### config.mk
export PLATFORM = sky130hd
export DESIGN_NAME = pwm_ramp_ctrl_flat
export DESIGN_NICKNAME = d
export VERILOG_FILES = /design/src/rtl/pwm_ctrl_pkg.sv /design/src/rtl/pwm_ramp_ctrl_if.sv /design/src/rtl/pwm_ramp_ctrl_tick_divider.sv /design/src/rtl/pwm_ramp_ctrl.sv /design/src/flat_wrapper.sv
export SDC_FILE = /design/constraint.sdc
export NUM_CORES = 1
export LEC_CHECK = 0
export ABC_CLOCK_PERIOD_IN_PS = 5800
export CAP_MARGIN = 20
export CORE_ASPECT_RATIO = 1.5
export CORE_MARGIN = 1.5
export CORE_UTILIZATION = 40
export DETAILED_ROUTE_END_ITERATION = 12
export GPL_TIMING_DRIVEN = 0
export SYNTH_ARGS = -nofsm -noshare
export SYNTH_HDL_FRONTEND = slang
export SYNTH_SLANG_ARGS = --single-unit
### constraint.sdc
create_clock -name clk -period 5.8 [get_ports clk]
set_clock_uncertainty 0.05 [all_clocks]
set_input_delay 1.16 -clock clk [delete_from_list [all_inputs] [get_ports clk]]
set_output_delay 1.16 -clock clk [all_outputs]
set_load 0.01 [all_outputs]
### src/rtl/pwm_ctrl_pkg.sv
// Shared types and constants for the PWM duty-sequencing blocks.
package pwm_ctrl_pkg;

    typedef enum logic {
        IDLE = 1'b0,
        RAMP = 1'b1
    } ramp_state_e;

    localparam int DUTY_W_DEF = 8;
    localparam int STEP_W     = 4;

endpackage

### src/rtl/pwm_ramp_ctrl_if.sv
// Control/status bundle between the SPI register file, the ramp sequencer and the PWM core.
interface pwm_ramp_ctrl_if
    import pwm_ctrl_pkg::*;
#(
    parameter int DUTY_W = DUTY_W_DEF,
    parameter int RATE_W = 8
);

    logic [DUTY_W-1:0] target_duty;
    logic              ramp_en;
    logic [RATE_W-1:0] ramp_rate;
    logic [STEP_W-1:0] ramp_step;
    logic [DUTY_W-1:0] duty_out;
    logic              busy;
    logic              done;

    modport master (
        output target_duty, ramp_en, ramp_rate, ramp_step,
        input  duty_out, busy, done
    );

    modport slave (
        input  target_duty, ramp_en, ramp_rate, ramp_step,
        output duty_out, busy, done
    );

endinterface

### src/rtl/pwm_ramp_ctrl_tick_divider.sv
// Free-running clock prescaler: one-cycle tick every PREDIV enabled cycles, sync clear.
module tick_divider #(
    parameter int PREDIV = 1
) (
    input  logic clk,
    input  logic rst_n,
    input  logic clr,
    input  logic en,
    output logic tick
);

    localparam int CNT_W = (PREDIV > 1) ? $clog2(PREDIV) : 1;
    localparam logic [CNT_W-1:0] LAST = CNT_W'(PREDIV - 1);

    logic [CNT_W-1:0] cnt_q;

    always_ff @(posedge clk or negedge rst_n) begin
        if (!rst_n) begin
            cnt_q <= '0;
        end else if (clr) begin
            cnt_q <= '0;
        end else if (en) begin
            cnt_q <= (cnt_q == LAST) ? '0 : cnt_q + CNT_W'(1);
        end
    end

    assign tick = en && (cnt_q == LAST);

endmodule

### src/rtl/pwm_ramp_ctrl.sv
// Duty-cycle sequencer: bypasses or slews the SPI target duty toward the PWM core.
module pwm_ramp_ctrl
    import pwm_ctrl_pkg::*;
#(
    parameter int DUTY_W = DUTY_W_DEF,
    parameter int RATE_W = 8,
    parameter int PREDIV = 1
) (
    input  logic                  clk,
    input  logic                  rst_n,
    pwm_ramp_ctrl_if.slave        bus
);

    ramp_state_e       state_q, state_d;
    logic [DUTY_W-1:0] duty_q, duty_d;
    logic [RATE_W-1:0] rate_q, rate_d;
    logic              done_q, done_d;
    logic              tick;
    logic              div_clr;

    // Widened by one bit so the add/subtract can be clamped instead of wrapping.
    function automatic logic [DUTY_W-1:0] step_toward(
        input logic [DUTY_W-1:0] cur,
        input logic [DUTY_W-1:0] tgt,
        input logic [STEP_W-1:0] step
    );
        logic [DUTY_W:0] s;
        logic [DUTY_W:0] cur_x;
        logic [DUTY_W:0] tgt_x;
        logic [DUTY_W:0] res;
        s     = {{(DUTY_W + 1 - STEP_W){1'b0}}, (step == '0) ? STEP_W'(1) : step};
        cur_x = {1'b0, cur};
        tgt_x = {1'b0, tgt};
        if (tgt_x > cur_x) begin
            res = cur_x + s;
            if (res > tgt_x) res = tgt_x;
        end else begin
            if (cur_x < tgt_x + s) res = tgt_x;
            else                   res = cur_x - s;
        end
        return res[DUTY_W-1:0];
    endfunction

    tick_divider #(
        .PREDIV (PREDIV)
    ) u_tick_divider (
        .clk   (clk),
        .rst_n (rst_n),
        .clr   (div_clr),
        .en    (state_q == RAMP),
        .tick  (tick)
    );

    always_comb begin
        state_d = state_q;
        duty_d  = duty_q;
        rate_d  = rate_q;
        done_d  = 1'b0;
        div_clr = 1'b0;
        case (state_q)
            IDLE: begin
                div_clr = 1'b1;
                rate_d  = '0;
                if (!bus.ramp_en) begin
                    duty_d = bus.target_duty;
                end else if (bus.target_duty != duty_q) begin
                    state_d = RAMP;
                end
            end
            RAMP: begin
                if (!bus.ramp_en) begin
                    duty_d  = bus.target_duty;
                    state_d = IDLE;
                    done_d  = 1'b1;
                end else if (bus.target_duty == duty_q) begin
                    state_d = IDLE;
                    done_d  = 1'b1;
                end else if (tick) begin
                    if (rate_q == bus.ramp_rate) begin
                        // Direction comes from the live target, so a moved target reverses cleanly.
                        rate_d = '0;
                        duty_d = step_toward(duty_q, bus.target_duty, bus.ramp_step);
                        if (duty_d == bus.target_duty) begin
                            state_d = IDLE;
                            done_d  = 1'b1;
                        end
                    end else begin
                        rate_d = rate_q + RATE_W'(1);
                    end
                end
            end
            default: state_d = IDLE;
        endcase
    end

    always_ff @(posedge clk or negedge rst_n) begin
        if (!rst_n) begin
            state_q <= IDLE;
            duty_q  <= '0;
            rate_q  <= '0;
            done_q  <= 1'b0;
        end else begin
            state_q <= state_d;
            duty_q  <= duty_d;
            rate_q  <= rate_d;
            done_q  <= done_d;
        end
    end

    assign bus.duty_out = duty_q;
    assign bus.busy     = (state_q == RAMP);
    assign bus.done     = done_q;

endmodule

### src/flat_wrapper.sv
// flat-port wrapper written by rule: the top's interface ports become plain ports
module pwm_ramp_ctrl_flat import pwm_ctrl_pkg::*;
#(
    parameter int DUTY_W = DUTY_W_DEF,
    parameter int RATE_W = 8,
    parameter int PREDIV = 1
)
  (clk, rst_n, bus_target_duty, bus_ramp_en, bus_ramp_rate, bus_ramp_step, bus_duty_out, bus_busy, bus_done);
  pwm_ramp_ctrl_if #(.DUTY_W(DUTY_W), .RATE_W(RATE_W)) bus_i ();
  input  logic clk;
  input  logic rst_n;
  input wire logic [$bits(bus_i.target_duty)-1:0] bus_target_duty;
  input wire logic [$bits(bus_i.ramp_en)-1:0] bus_ramp_en;
  input wire logic [$bits(bus_i.ramp_rate)-1:0] bus_ramp_rate;
  input wire logic [$bits(bus_i.ramp_step)-1:0] bus_ramp_step;
  output wire logic [$bits(bus_i.duty_out)-1:0] bus_duty_out;
  output wire logic [$bits(bus_i.busy)-1:0] bus_busy;
  output wire logic [$bits(bus_i.done)-1:0] bus_done;
  assign bus_i.target_duty = bus_target_duty;
  assign bus_i.ramp_en = bus_ramp_en;
  assign bus_i.ramp_rate = bus_ramp_rate;
  assign bus_i.ramp_step = bus_ramp_step;
  assign bus_duty_out = bus_i.duty_out;
  assign bus_busy = bus_i.busy;
  assign bus_done = bus_i.done;
  pwm_ramp_ctrl #(.DUTY_W(DUTY_W), .RATE_W(RATE_W), .PREDIV(PREDIV)) u_core (.clk(clk), .rst_n(rst_n), .bus(bus_i));
endmodule
==> results.json <==
{
  "vias": 2540,
  "cts_sinks": 18,
  "dp_hpwl_mm": 6.74,
  "synth_top_family_by_area": "compound AO/OA/AOI/OAI gates",
  "slew-limit-headroom_pct": 45.8,
  "synth_area_leader_cell": "dfrtp_1",
  "grt_max_degree": 19,
  "diodes": 0,
  "ys_seq_elements": 18,
  "synth-simple-area-share_pct": 17.3,
  "ys_top_cells_by_area": "dfrtp_1 17%, ha_1 17%, o21ai_0 5.1%, xor2_1 4.9%, xnor2_1 4.3%",
  "cp_slowest_cell": "clkdlybuf4s50_1",
  "htree_levels": 1,
  "avgSynthCellArea_sq_um": 8.28,
  "mostFrequentLayoutCells": "36 x ha_1, 32 x clkdlybuf4s50_1, 27 x o21ai_0",
  "die_y_um": 103,
  "synth_compound_area_share_pct": 30.7,
  "grt_pass1_vias": 2704,
  "core_area_sq_um": 6440,
  "maxSlewViolCount": 0,
  "synth_mux_area_share_pct": 0.800,
  "fin_nets": 420,
  "antenna_found_initial": 0,
  "dp_slack_ns": 0.0693,
  "via_per_inst": 5.88,
  "fin_tns_setup_ns": 0,
  "place_congestion": 0.907,
  "synth-adder-area-share_pct": 19.2,
  "wire_per_inst_um": 18.3,
  "period_minus_slack_ns": 5.47,
  "hold_violations": 0,
  "worstPathArrival_ns": 5.54,
  "grt_pass1_wl_mm": 13.1,
  "synthDominantCellAreaShare_pct": 16.9,
  "crit_path_cell_trace": "clkdlybuf4s50_1, inv_1, a31o_2, ha_1, fa_1, nand2b_4, a21oi_1, nor2_1, xnor2_1, inv_1, ha_1, a22o_1, nor4_1, a211oi_1, nor3_2, nor3_1, o41ai_1, o2111a_1, o22ai_1",
  "r2r_slack_ns": 1.45,
  "fin_crit_sh_pct": 94.3,
  "stdcell_area_sq_um": 3120,
  "drt_wl_total_mm": 7.93,
  "synth_edf_count": 0,
  "ys_seq_area_share_pct": 16.9,
  "grt_setup_unrepaired": "false",
  "first_pass_iters": 4,
  "start_util_pct": 41.3,
  "place_area_sq_um": 3070,
  "detail-route-antenna-nets": 0,
  "cp_max_fo": 6,
  "syn-instance-count": 321,
  "clk_path_buf_depth": 2,
  "status": "finished, final reports clean",
  "syn_nets": 383,
  "die_area_sq_um": 7160,
  "drt_iter0_markers": 120,
  "cts_made_buffers": 3,
  "worstSetupPathType": "input port to flip-flop",
  "met2_length_mm": 4.32,
  "ys_types": 65,
  "grt_overflow": 0,
  "postCtsSetupBuffers": 0,
  "setup_violations": 0,
  "clkTransAtPathRegs_ns": 0.06,
  "clk_latency_ns": 0.25,
  "ys_async_sr_fraction_pct": 100,
  "area_delta_synth_final_pct": 17.2,
  "track_usage_pct": 23.3,
  "drc": 0,
  "clockRootBuffer": "clkbuf_8",
  "synth_xor_area_share_pct": 9.22,
  "final_common_cell": "ha_1",
  "final_util_pct": 48.4,
  "io_pins": 33,
  "die_w_um": 69.6,
  "syn_area_sq_um": 2660,
  "num_rows": 36,
  "critical_path.max_stage_delay_ns": 0.52,
  "leakagePower_nw": 1.36,
  "fin_ws_ns": 0.328,
  "drive_gt1_share_pct": 5.62,
  "hp-class": "flip-flop to flip-flop",
  "cts_resized": 0,
  "dr_wl_met3_um": 195,
  "cellPowerDensity_nw_per_um2": 327,
  "cp.required_ns": 5.87,
  "met1Wirelength_mm": 3.03,
  "worstSetupStartpointType": "input port",
  "ir_drop_mv": 0.141,
  "fmax_mhz": 183,
  "hold_buffers": 0,
  "worst_pin_slew_ns": 0.810,
  "synthFlopType": "dfrtp_1",
  "numPortBuffers": 32,
  "synth_warnings": 0,
  "top_layer_used": "met4",
  "maxCapViolCount": 0,
  "cts_tree": "done",
  "fillers": 667,
  "endpoint_kind": "flip-flop"
}
==> flip-flops by register name (all words and copies together) (netlist names) <==
register,count
u_core.rate_q,8
u_core.bus.duty_out,8
u_core.bus.done,1
u_core.bus.busy,1
==> per-stage QoR <==
step,hold slack [ns],total power [mW],cells
after floorplan,0.456,0.706,321
after global placement,0.488,0.924,429
after detailed placement,0.505,0.929,429
after CTS,0.522,1.02,432
after global routing,0.560,1.11,432
final,0.511,1.02,432
==> final timing paths <==
check	from	to	cells after the start
max	bus_ramp_step[2]	u_core.bus.busy	19
min	u_core.rate_q[7]	u_core.rate_q[7]	2
max reg2reg	u_core.bus.duty_out[2]	u_core.bus.busy	15
min reg2reg	u_core.rate_q[7]	u_core.rate_q[7]	2
max in group asynchronous	rst_n	u_core.rate_q[3]	1
min in group asynchronous	rst_n	u_core.bus.done	1
==> cells in the mapped netlist, types with 6 or more instances <==
cell and number:
clkbuf_1 7, a21o_1 9, dfrtp_1 18, and2_1 6, xor2_1 15, nand4_1 7, inv_1 24, a21oi_1 17
xnor2_1 13, ha_1 36, nand2_1 19, o21ai_0 27, nand3_1 7, nor2_1 15
==> critical path: cells and delay by family <==
family | cells | cell delay, ns
compound gates | 7 | 1.52
simple gates | 5 | 1.03
fa+ha+maj | 3 | 0.96
buf+inv | 3 | 0.67
xor+xnor | 1 | 0.20
==> logic make-up (layout without fill, tap and decap cells) <==
| logic type | Yosys count | count (layout) |
|---|---|---|
| compound gates | 111 | 111 |
| xor+xnor | 28 | 28 |
| fa+ha+maj | 39 | 39 |
| buf+inv | 36 | 71 |
| flops | 18 | 18 |
| mux | 2 | 2 |
| simple gates | 87 | 87 |
==> layer usage <==
layer / track usage (%) / up-vias
met4: 12.8 / 0
met1: 24.8 / 1193
met2: 46.1 / 52
met5: 0 / -
met3: 0.978 / 23
li1: - / 1272
==> layout make-up <==
cell class / instances / area [sq um] / area share, %
multi-input combinational: 267 / 2050 / 65.9
sequential: 18 / 450 / 14.5
timing repair buffer: 32 / 320 / 10.3
tap: 76 / 95.1 / 3.05
inverter: 25 / 93.8 / 3.01
buffer: 11 / 61.3 / 1.97
clock buffer: 3 / 41.3 / 1.33
==> power by group <==
part | internal (mW) | switching (mW) | total, mW
clock network | 0.0461 | 0.0385 | 0.0846
registers | 0.153 | 0.0459 | 0.199
logic | 0.321 | 0.413 | 0.734
No activity file was read; power rests on OpenSTA's default activity.
==> variant (same flow settings) <==
`STEP_W`: 4 -> 6.
--- a/src/rtl/pwm_ctrl_pkg.sv
+++ b/src/rtl/pwm_ctrl_pkg.sv
@@ -7,7 +7,7 @@
     } ramp_state_e;
 
     localparam int DUTY_W_DEF = 8;
-    localparam int STEP_W     = 4;
+    localparam int STEP_W     = 6;
 
 endpackage
 
Ports: changed (resized bus_ramp_step); port bits go from 33 to 35. No check against the original RTL was run, so the function may have changed too.
==> variant against the original RTL <==
Combinational power shrank 19%; area after synthesis up 10%; power decreased by 14%; routed wire length increased by 11%; setup slack worse by 0.043 ns; cell area up 11%; core utilization fell by 0.30 points; sequential cell count did not move.
==> variant: results (changes against the original RTL) <==
[finish]
drive_gt1_share_pct = 5.12  ; -0.50 points
nets = 481  ; +15%
multi_input_area_um2 = 2300  ; +12%
n_fill_cell = 756  ; +13%

[route]
post_drt_wl_per_cell_um = 17.2  ; -6.0%
avgViaCountPerCell = 5.73  ; -2.6%
drc = 0  ; unchanged
vias = 2921  ; +15%
first_pass_iters = 5  ; +1
drt_iter0_markers = 141  ; +18%

[setup_path]
path_max_fanout = 7  ; +1
crit_arrival_ns = 5.64  ; +0.10 ns

[placed_design]
gp_congestion = 0.874  ; -3.6%
dp_worst_setup_slack_ns = 0.123  ; +0.0534 ns
placed_area_um2 = 3400  ; +10%
dp_hpwl_um = 7310  ; +8.4%
portBuffers = 34  ; +6.3%
dp.cells = 506  ; +18%

[synthesis]
yosysUniqueCellTypes = 64  ; -1.5%
synth_area_leaders = ha_1 (18%), dfrtp_1 (15%), xnor2_1 (5.7%)
synth.top_cells.by_count = ha_1 (42), inv_1 (29), a21oi_1 (28)
syn_inst = 372  ; +16%
postSynth.topFlopCell = dfrtp_1
seq_area_frac_synth_pct = 15.4  ; -1.6 points
syn_nets = 442  ; +15%
async_reset_ff_share_pct = 100  ; unchanged

[run_status]
status = finished, final reports clean

[grt]
track_usage_pct = 22.9  ; -0.43 points
grt_pass1_wl_um = 13900  ; +5.7%

[cts]
cts.clk_slew.worst_paths_ns = 0.08  ; +0.02 ns
h-tree-depth = 1  ; unchanged
numCtsBuffers = 3  ; unchanged
cts.path.max_buffers = 2  ; unchanged
ctsResizeCount = 0  ; unchanged

[power]
power_switching_mw = 0.406  ; -19%
power_leakage_nw = 1.52  ; +12%
irDropWorstVdd_uv = 124  ; -12%

[sta]
tightestPinTransition_ns = 0.883  ; +0.0734 ns

variant: cell types whose count changed after synthesis, moves of 4 or more:
| cell | change |
|---|---|
| nor3_1 | +4 |
| ha_1 | +6 |
| a21oi_1 | +11 |
| nand2_1 | +7 |
| o2111ai_1 | +4 |
| inv_1 | +5 |
| and3_1 | +4 |
| nand3_1 | +6 |
| nand2b_1 | +6 |
| o32a_2 | +4 |
| xnor2_1 | +6 |
| xor2_1 | -4 |
variant: worst paths after layout:
path	from	endpoint	slack (ns)	depth (start not counted)
max	bus_ramp_step[2]	u_core.bus.duty_out[0]	0.29	17
min	u_core.rate_q[3]	u_core.rate_q[3]	0.50	1
max reg2reg	u_core.bus.duty_out[2]	u_core.bus.duty_out[5]	1.78	15
min reg2reg	u_core.rate_q[3]	u_core.rate_q[3]	0.50	1
max in group asynchronous	rst_n	u_core.bus.duty_out[0]	3.81	1
min in group asynchronous	rst_n	u_core.rate_q[0]	1.34	1
variant: cell families after synthesis:
family	Yosys count	share of synthesized area, %
multiplexers	1	0.342
buffers and inverters	44	6.15
adder cells (fa/ha/maj)	45	20.0
flip-flops	18	15.4
XOR/XNOR	31	9.74
AND/OR/NAND/NOR	113	19.9
AO/OA/AOI/OAI	120	28.6
variant: cell type report:
| type | count | area share [%] |
|---|---|---|
| buffer | 13 | 1.85 |
| multi-input combinational | 310 | 66.6 |
| timing repair buffer | 34 | 9.86 |
| tap | 100 | 3.63 |
| inverter | 31 | 3.37 |
| clock buffer | 4 | 1.60 |
| sequential | 18 | 13.1 |
variant: worst max-delay path, cell delays in order:
cell and delay (ns):
clkdlybuf4s50_1 0.63, nor3_1 0.09, a31o_2 0.30, ha_1 0.22, fa_1 0.43, a211oi_1 0.28, o21ai_0 0.17, o21ai_0 0.17
xnor2_1 0.11, ha_1 0.20, or3_1 0.35, a221oi_1 0.19, o21ai_0 0.28, nand4_1 0.37, o21ai_1 0.26, and3_1 0.26
o31ai_2 0.16
variant: power groups by stage:
stage | combinational [mW] | clock (mW) | sequential (mW)
after floorplan | 0.422 | 0 | 0.164
after global placement | 0.576 | 0 | 0.172
after detailed placement | 0.584 | 0 | 0.172
after CTS | 0.589 | 0.111 | 0.170
after global routing | 0.658 | 0.115 | 0.172
final | 0.594 | 0.109 | 0.169
variant: routing by layer:
| layer | vias to the layer above | GRT usage [%] | wire (um) |
|---|---|---|---|
| met2 | 78 | 43.7 | 4570 |
| met3 | 27 | 1.40 | 222 |
| met1 | 1371 | 24.2 | 3530 |
| li1 | 1445 | - | - |
| met5 | - | 0 | 0 |
| met4 | 0 | 12.0 | 477 |
